### src/rtl/audio_pkg.sv
// Shared I2S frame definitions for the Pmod I2S2 capture and playback paths.
// Slot constants describe where each sample bit sits in a 32-slot stereo frame.
package audio_pkg;

  localparam int         FRAME_CNT_W   = 9;
  localparam int         SLOT_LSB      = 4;
  localparam logic [3:0] CAPTURE_PHASE = 4'hA;

  typedef logic signed [15:0] sample_t;

  // I2S one-bit delay: slot 0 carries the previous right LSB, left MSB is in slot 1
  localparam logic [4:0] FRAME_END_SLOT = 5'd0;
  localparam logic [4:0] LEFT_MSB_SLOT  = 5'd1;
  localparam logic [4:0] RIGHT_MSB_SLOT = 5'd17;

endpackage

### src/rtl/i2s_capture_peak_meter.sv
// Decaying peak detector on a signed sample stream; the top four bits of the
// 15-bit peak drive the LED bar.
module peak_meter
  import audio_pkg::*;
#(
  parameter int DECAY_SH = 6
) (
  input  logic        clk,
  input  logic        rst_n,
  input  logic        vld_p0,
  input  logic [15:0] sample_p0,
  output logic [3:0]  level
);

  function automatic logic [14:0] sat_mag(input sample_t x);
    sample_t neg;
    if (x[15] && (x[14:0] == 15'd0)) return 15'h7FFF;
    neg = -x;
    return (x < 0) ? neg[14:0] : x[14:0];
  endfunction

  function automatic logic [14:0] decay(input logic [14:0] p);
    return p - (p >> DECAY_SH);
  endfunction

  logic [14:0] mag_p1;
  logic        vld_p1;
  logic [14:0] peak;

  // p0 -> p1: magnitude
  always_ff @(posedge clk) begin
    mag_p1 <= sat_mag($signed(sample_p0));
  end

  // p1 -> p2: peak hold with decay
  always_ff @(posedge clk or negedge rst_n) begin
    if (!rst_n) begin
      vld_p1 <= 1'b0;
      peak   <= 15'd0;
    end else begin
      vld_p1 <= vld_p0;
      if (vld_p1) peak <= (mag_p1 > peak) ? mag_p1 : decay(peak);
    end
  end

  assign level = peak[14:11];

endmodule

### src/rtl/i2s_capture.sv
// Pmod I2S2 ADC receiver: generates mclk/sck/lrck from a frame counter,
// deserializes sdout into stereo samples behind a valid/ready holding register.
module i2s_capture
  import audio_pkg::*;
#(
  parameter int CNT_W    = FRAME_CNT_W,
  parameter int DECAY_SH = 6
) (
  input  logic        clk,
  input  logic        rst_n,
  input  logic        en,
  input  logic        adc_sdout,
  output logic        adc_mclk,
  output logic        adc_sck,
  output logic        adc_lrck,
  output logic [15:0] sample_left,
  output logic [15:0] sample_right,
  output logic        sample_valid,
  input  logic        sample_ready,
  output logic        overrun,
  input  logic        overrun_clr,
  output logic [3:0]  level
);

  logic [CNT_W-1:0] cnt;
  logic             sd_q;
  logic [15:0]      sh_left;
  logic [14:0]      sh_right;
  logic             primed;
  logic [4:0]       slot;
  logic             capture;
  logic             complete;
  logic             load;

  assign adc_mclk = cnt[1];
  assign adc_sck  = cnt[3];
  assign adc_lrck = cnt[CNT_W-1];

  assign slot     = cnt[SLOT_LSB +: 5];
  assign capture  = en && (cnt[3:0] == CAPTURE_PHASE);
  assign complete = capture && (slot == FRAME_END_SLOT);
  // the first completion after start-up only closes a partial frame
  assign load     = complete && primed;

  always_ff @(posedge clk or negedge rst_n) begin
    if (!rst_n) begin
      cnt      <= '0;
      sd_q     <= 1'b0;
      sh_left  <= '0;
      sh_right <= '0;
      primed   <= 1'b0;
    end else begin
      sd_q <= adc_sdout;
      if (!en) begin
        cnt      <= '0;
        sh_left  <= '0;
        sh_right <= '0;
        primed   <= 1'b0;
      end else begin
        cnt <= cnt + 1'b1;
        if (capture) begin
          if (slot >= LEFT_MSB_SLOT && slot < RIGHT_MSB_SLOT)
            sh_left <= {sh_left[14:0], sd_q};
          else
            sh_right <= {sh_right[13:0], sd_q};
        end
        if (complete) primed <= 1'b1;
      end
    end
  end

  // Holding register; an overrun set outranks a simultaneous clear
  always_ff @(posedge clk or negedge rst_n) begin
    if (!rst_n) begin
      sample_left  <= '0;
      sample_right <= '0;
      sample_valid <= 1'b0;
      overrun      <= 1'b0;
    end else begin
      if (load) begin
        sample_left  <= sh_left;
        sample_right <= {sh_right, sd_q};
        sample_valid <= 1'b1;
      end else if (sample_valid && sample_ready) begin
        sample_valid <= 1'b0;
      end
      if (load && sample_valid && !sample_ready) overrun <= 1'b1;
      else if (overrun_clr) overrun <= 1'b0;
    end
  end

  peak_meter #(
    .DECAY_SH (DECAY_SH)
  ) u_peak (
    .clk       (clk),
    .rst_n     (rst_n),
    .vld_p0    (load),
    .sample_p0 (sh_left),
    .level     (level)
  );

endmodule

### config.mk
export PLATFORM = sky130hd
export DESIGN_NAME = i2s_capture
export DESIGN_NICKNAME = d
export VERILOG_FILES = /design/src/rtl/audio_pkg.sv /design/src/rtl/i2s_capture_peak_meter.sv /design/src/rtl/i2s_capture.sv
export SDC_FILE = /design/constraint.sdc
export NUM_CORES = 1
export LEC_CHECK = 0
export BUFFER_PORTS_ARGS = -buffer_cell sky130_fd_sc_hd__buf_2
export CAP_MARGIN = 20
export CORE_MARGIN = 3
export CORE_UTILIZATION = 54
export DETAILED_ROUTE_END_ITERATION = 10
export PLACE_DENSITY = 0.82
export SLEW_MARGIN = 25
export SYNTH_ARGS = -nofsm -noshare
export SYNTH_HDL_FRONTEND = slang
export SYNTH_SLANG_ARGS = --single-unit
### constraint.sdc
create_clock -name clk -period 2.2 [get_ports clk]
set_input_delay 0.22 -clock clk [delete_from_list [all_inputs] [get_ports clk]]
set_output_delay 0.22 -clock clk [all_outputs]
set_load 0.01 [all_outputs]
==> flow_summary_export.csv, run 1 <==
group,metric,value,unit
cells_and_area,syn_to_final_growth,24.4,%
global_route,antenna_found_initial,0,
global_route,grt_usage,0.221,
timing,tns,-0.500,ns
synthesis,synth_seq_cells,107,
outcome,status,"complete, but fails checks",
drt,initialDrtViolationCount,272,
floorplan,die_area,10700,µm²
placement,dp_hpwl,8.00,mm
drt,drt_wl_total,12.3,mm
synthesis,synthDistinctLibCells,47,
timing,rsz0062_at_grt,"yes",
timing,timing.fmax,0.446,GHz
timing,skew,0.0159,ns
placement,io_buffers,46,
clock_network,insertion_delay,0.37,ns
synthesis,syn_area_per_cell,9.67,µm²
synthesis,yosysSeqAreaShare,0.506,
clock_network,cts-root-buf,"clkbuf_8",
drt,drtPass1Iterations,5,
cells_and_area,layout-drive-gt1-share,0.290,
synthesis,syn_area,5140,µm²
clock_network,cts.reportedPaths.clkPinSlew,0.11,ns
drt,via_per_inst,5.71,
floorplan,dieWidth,104,µm
drt,drc,0,
floorplan,rows,34,
synthesis,synthCells,532,
drt,ant_nets,0,
floorplan,core,8980,µm²
clock_network,cts_tree,"built",
placement,gp_congestion,0.922,
timing,finalHoldViolCount,0,
cells_and_area,fillers,623,
clock_network,cts_inserted_buffers,9,
job,drv_cap,0,
synthesis,synth_flop_cell,"dfrtp_1",
setup_path,setup.worst_path.start_class,"flip-flop",
synthesis,ys_warn_count,0,
setup_path,crit_fanout,6,
setup_path,worstPathRequired,2.49,ns
floorplan,fp.dieH,104,µm
global_route,overflow,0,
drt,avgRoutedWirePerCell,16.3,µm
power,power,3.20,mW
clock_network,cts.sinks,107,
timing,timing.final.crit_share,1.02,
global_route,grt_max_degree,45,
timing,fin_crit,2.24,ns
clock_network,cts_buffer_depth,2,
cells_and_area,fin_area,6400,µm²
clock_network,htreeDepth,3,
timing,final-max-slew-violation-count,0,
timing,setup_viol,23,
cells_and_area,fin_nets,659,
setup_path,critPathKind,"flip-flop to flip-flop",
synthesis,async_reset_ff_frac,0.860,
floorplan,pin_count,47,
power,vdd_drop_max,414,µV
timing,slew_headroom,0.600,
setup_path,cp.arrival,2.53,ns
synthesis,synth_edf_count,0,
timing,fin_ws,-0.0425,ns
cells_and_area,antenna_cells,0,
placement,post_dp_cell_area,5760,µm²
outcome,violations,"negative setup slack",
power,power_density,500,nW/µm²
drt,vias,4318,
floorplan,start_util,0.573,
global_route,grt_pass1_wl,19.8,mm
global_route,grt_pass1_vias,4241,
timing,tightest_slew,0.600,ns
synthesis,synth_nets,566,
setup_path,critical_path.endpoint_type,"flip-flop",
power,p_leak,3.30,nW
worst_hold_path,hold_class,"input port to flip-flop",
## final cells by class
class	count	area [µm²]	area share
flip-flops and latches	107	2600	0.407
multi-input cells	371	2550	0.399
repair buffers	113	817	0.128
well taps	126	158	0.0246
clock buffers	10	128	0.0199
inverters	23	86.3	0.0135
clock inverters	6	53.8	0.00841
## where the power goes
group | internal, mW | total (mW) | switching, mW
Clock | 0.435 | 1.14 | 0.707
Sequential | 1.97 | 1.97 | 0.00734
Combinational | 0.0269 | 0.0851 | 0.0582
## routing by layer
metal  wire length, µm  GRT usage  vias up
met3               619     0.0466       25
li1                  -          -     2026
met4               241     0.0855        0
met1              5220      0.275     2111
met2              6230      0.379      156
met5                 0          0        -
## stage by stage
stage	hold slack (ns)	worst slack (ns)	std cells	utilization
finish	0.136	-0.0425	756	0.713
global route	0.112	-0.149	756	0.713
detailed placement	0.262	-0.109	715	0.642
floorplan	-0.0756	0.0332	532	-
global placement	0.260	0.00283	715	0.642
CTS	0.0117	-0.00854	736	0.676
## repair_timing
action	CTS	global route
pin swaps	8	22
hold buffers	2	1
endpoints found under the setup margin	16	37
setup buffers	3	18
resized for setup	19	44
endpoints found under the hold margin	43	1
gates cloned	0	1
## final timing paths
kind / to / cells after the start / startpoint / slack (ns)
setup / recovery: u_peak.peak[14] / 9 / u_peak.peak[6] / -0.04
hold reg to reg: sample_left[11] / 2 / sample_left[11] / 0.48
setup reg to reg: u_peak.peak[14] / 9 / u_peak.peak[6] / -0.04
min in group asynchronous: u_peak.peak[12] / 2 / rst_n / 0.39
hold / removal: sample_valid / 3 / sample_ready / 0.14
max in group asynchronous: sh_left[8] / 3 / rst_n / 1.10
## kinds of logic after synthesis
family	share of synthesized area
buf+inv	0.0443
compound gates	0.134
simple gates	0.190
fa+ha+maj	0.0696
flops	0.506
xor+xnor	0.0392
mux	0.0175
## cells in the final DEF (no fill, tap or decap), types with 7 or more instances in the layout
cell type  synthesis  final
nand2_1          129    116
dfrtp_1           92     91
buf_4              4     54
buf_2              1     46
a22o_1            29     29
nand3_1           19     18
ha_1              27     17
inv_1             23     15
o21ai_0           16     15
dfxtp_1           15     15
nand2_2            0     13
xnor2_1           12     12
nor2_1            14     12
xor2_1            11     11
nand4_1            9      9
mux2i_1            9      9
ha_4               0      9
clkbuf_8           0      9
inv_2              0      8
a21oi_1           14      8
or3_1              9      7
## flip-flops by register name, indices dropped and copies added, names as in the netlist
name,flops
overrun,1
u_peak.peak,15
u_peak.mag_p1,15
sh_right,15
sh_left,16
cnt,9
sample_left,16
primed,1
sd_q,1
sample_right,16
sample_valid,1
u_peak.vld_p1,1
## synth_stat cells, drive strengths merged, types with 2 or more instances
master	count	area (µm²)
and2	6	37.5
a21boi	4	30.0
a21o	3	22.5
nor2	14	52.6
inv	23	86.3
or2	2	12.5
a21oi	14	70.1
a22oi	4	30.0
nand2	129	484
xor2	11	96.3
nor4	2	12.5
o21ai	16	80.1
dfrtp	92	2300
o221ai	5	43.8
and3	5	31.3
a22o	29	254
clkbuf	19	72.6
dfxtp	15	300
nand3	19	95.1
o21a	2	15.0
or3	9	56.3
xnor2	12	105
nand2b	4	25.0
o31ai	5	37.5
mux2i	9	90.1
nand4	9	56.3
nand4b	2	17.5
ha	27	338
nor3	3	20.0
buf	12	68.8
nor2b	7	43.8
o211ai	4	30.0
a31oi	3	18.8
a211oi	4	30.0
## worst max-delay path, cell delays in order, from the launching register on
cell	delay, ns
dfrtp_1	0.43
ha_2	0.21
inv_2	0.04
fa_2	0.33
a21o_1	0.20
a221oi_2	0.31
o21a_2	0.24
and3_1	0.18
o21ai_0	0.08
a22oi_1	0.16
(Power assumes the default switching activity.)
==> run 2, diff against run 1 <==
CORE_ASPECT_RATIO = 1.5   (was default)
REMOVE_ABC_BUFFERS = 1   (was default)
==> run 2 against run 1 <==
Net effect:
- largest cell class unchanged
- hold slack worse by 0.075 ns
- final cell count down 2.0%
- core utilization down 0.54 points
- critical path depth up 1
- first-iteration DRC count down 33%
- sequential power about the same
- critical endpoint unchanged
- highest routed layer unchanged
- final area up 2.3%
- die area up 0.22%
- power up 24%
- clock power up 68%
- sequential share of layout area down 0.92 points
- the flow still finishes with violations (negative setup slack)
==> flow_summary_export.csv, run 2 (synthesis results as in run 1) <==
group,metric,value,unit
placement,dp_hpwl,8.25,mm
power,clock_power_share,0.483,
job,drv_cap,0,
drt,ant_nets,0,
floorplan,dieWidth,85.7,µm
power,p_int,3.13,mW
clock_network,cts_tree,"built",
setup_path,path_buf_inv,3,
cells_and_area,layout-drive-gt1-share,0.296,
clock_network,cts_buffer_depth,2,
clock_network,cts-root-buf,"clkbuf_16",
power,p_leak,3.37,nW
placement,post_dp_cell_area,5760,µm²
global_route,grt_pass1_vias,4575,
global_route,grt_max_degree,40,
power,vdd_drop_max,566,µV
power,switching_share,0.213,
power,power,3.97,mW
cells_and_area,syn_to_final_growth,27.3,%
setup_path,cp.arrival,2.54,ns
setup_path,setup.worst_path.start_class,"flip-flop",
floorplan,die_area,10800,µm²
clock_network,cts.reportedPaths.clkPinSlew,0.07,ns
cells_and_area,antenna_cells,0,
drt,avgRoutedWirePerCell,17.6,µm
timing,fin_crit,2.31,ns
clock_network,cts.sinks,107,
timing,timing.fmax,0.432,GHz
cells_and_area,reg.largest.list,"sample_left: 16 flops, sample_right: 16 flops, sh_left: 16 flops",
worst_hold_path,hold_class,"input port to flip-flop",
drt,drt_wl_total,13.1,mm
clock_network,htreeDepth,3,
global_route,antenna_found_initial,0,
floorplan,start_util,0.556,
floorplan,fp.dieH,126,µm
timing,setup_viol,8,
setup_path,worstPathRequired,2.43,ns
power,power_density,607,nW/µm²
setup_path,slowest_delay,0.36,ns
setup_path,critical_path.endpoint_type,"flip-flop",
power,p_switching,0.846,mW
placement,dpl.cell_count,706,
setup_path,path_cells,"inv_2 -> ha_4 -> nand4_1 -> a31oi_2 -> a211oi_2 -> a21oi_2 -> buf_6 -> buf_12 -> mux2i_1 -> a22oi_1",
timing,rsz0062_at_grt,"yes",
placement,io_buffers,46,
timing,timing.final.crit_share,1.05,
placement,gp_congestion,0.896,
setup_path,critical-path-slowest-cell,"dfrtp_1",
cells_and_area,fillers,637,
drt,drc,0,
drt,via_per_inst,5.84,
timing,tns,-0.438,ns
cells_and_area,final_common_cell,"nand2_1",
drt,vias,4324,
timing,slew_headroom,0.607,
clock_network,insertion_delay,0.35,ns
cells_and_area,fin_cells,741,
cells_and_area,final_cell_mix,"nand2_1, dfrtp_1, buf_4",
floorplan,rows,43,
timing,tightest_slew,0.589,ns
timing,skew,0.00772,ns
global_route,grt_usage,0.242,
global_route,overflow,0,
cells_and_area,fin_area,6550,µm²
outcome,violations,"negative setup slack",
floorplan,pin_count,47,
power,power_frac_seq,0.497,
timing,final-max-slew-violation-count,0,
clock_network,cts_inserted_buffers,9,
drt,initialDrtViolationCount,181,
outcome,status,"complete, but fails checks",
setup_path,critPathKind,"flip-flop to flip-flop",
drt,drtPass1Iterations,5,
timing,finalHoldViolCount,0,
power,combPwrFrac,0.021,
setup_path,crit_fanout,7,
cells_and_area,fin_nets,658,
floorplan,core,9250,µm²
placement,place_ws,-0.212,ns
setup_path,crit_family,"compound AO/OA/AOI/OAI gates",
global_route,grt_pass1_wl,21.0,mm
timing,fin_ws,-0.114,ns
run 2: final cells by class:
class,count,area (µm²),area share
Inverter,23,86.3,0.0132
Clock inverter,7,130,0.0199
Multi-Input combinational cell,372,2580,0.395
Sequential cell,107,2600,0.398
Timing Repair Buffer,111,778,0.119
Clock buffer,9,225,0.0344
Tap cell,112,140,0.0214
run 2: metrics by stage:
stage,util,hold slack (ns)
after detailed placement,0.622,0.248
after floorplan,-,-0.0756
after global placement,0.622,0.238
after CTS,0.679,0.0537
final,0.708,0.0614
after global routing,0.708,0.0805
run 2: power groups by stage:
stage	registers, mW	clock network (mW)	logic [mW]
6_report	1.97	1.92	0.0825
4_1_cts	1.97	1.93	0.0829
3_5_place_dp	2.01	0	0.0786
2_1_floorplan	2.01	0	0.0203
5_1_grt	1.97	2.00	0.0933
3_3_place_gp	2.01	0	0.0753
run 2: timing repair:
| action | 4_1_cts | 5_1_grt |
|---|---|---|
| cloned | 2 | 0 |
| resized for setup | 26 | 39 |
| setup endpoints to repair | 26 | 43 |
| buffers inserted | 5 | 10 |
| hold buffers | 2 | 0 |
| pin swaps | 13 | 23 |
| hold endpoints to repair | 38 | 0 |
run 2: final timing paths:
kind                             startpoint         endpoint  slack, ns  cells past startpoint
setup / recovery            u_peak.peak[12]  u_peak.peak[14]      -0.11                     10
hold / removal                  overrun_clr          overrun       0.06                      2
setup reg to reg            u_peak.peak[12]  u_peak.peak[14]      -0.11                     10
hold reg to reg            u_peak.mag_p1[0]   u_peak.peak[0]       0.47                      2
max in group asynchronous             rst_n  sample_left[15]       1.16                      3
min in group asynchronous             rst_n   u_peak.peak[1]       0.41                      2
run 2: layer usage:
| layer | global-route usage | vias up | part of all wire |
|---|---|---|---|
| met5 | 0 | - | 0 |
| met3 | 0.0415 | 49 | 0.038 |
| met4 | 0.144 | 0 | 0.041 |
| met1 | 0.263 | 2127 | 0.38 |
| met2 | 0.429 | 129 | 0.54 |
| li1 | - | 2019 | - |
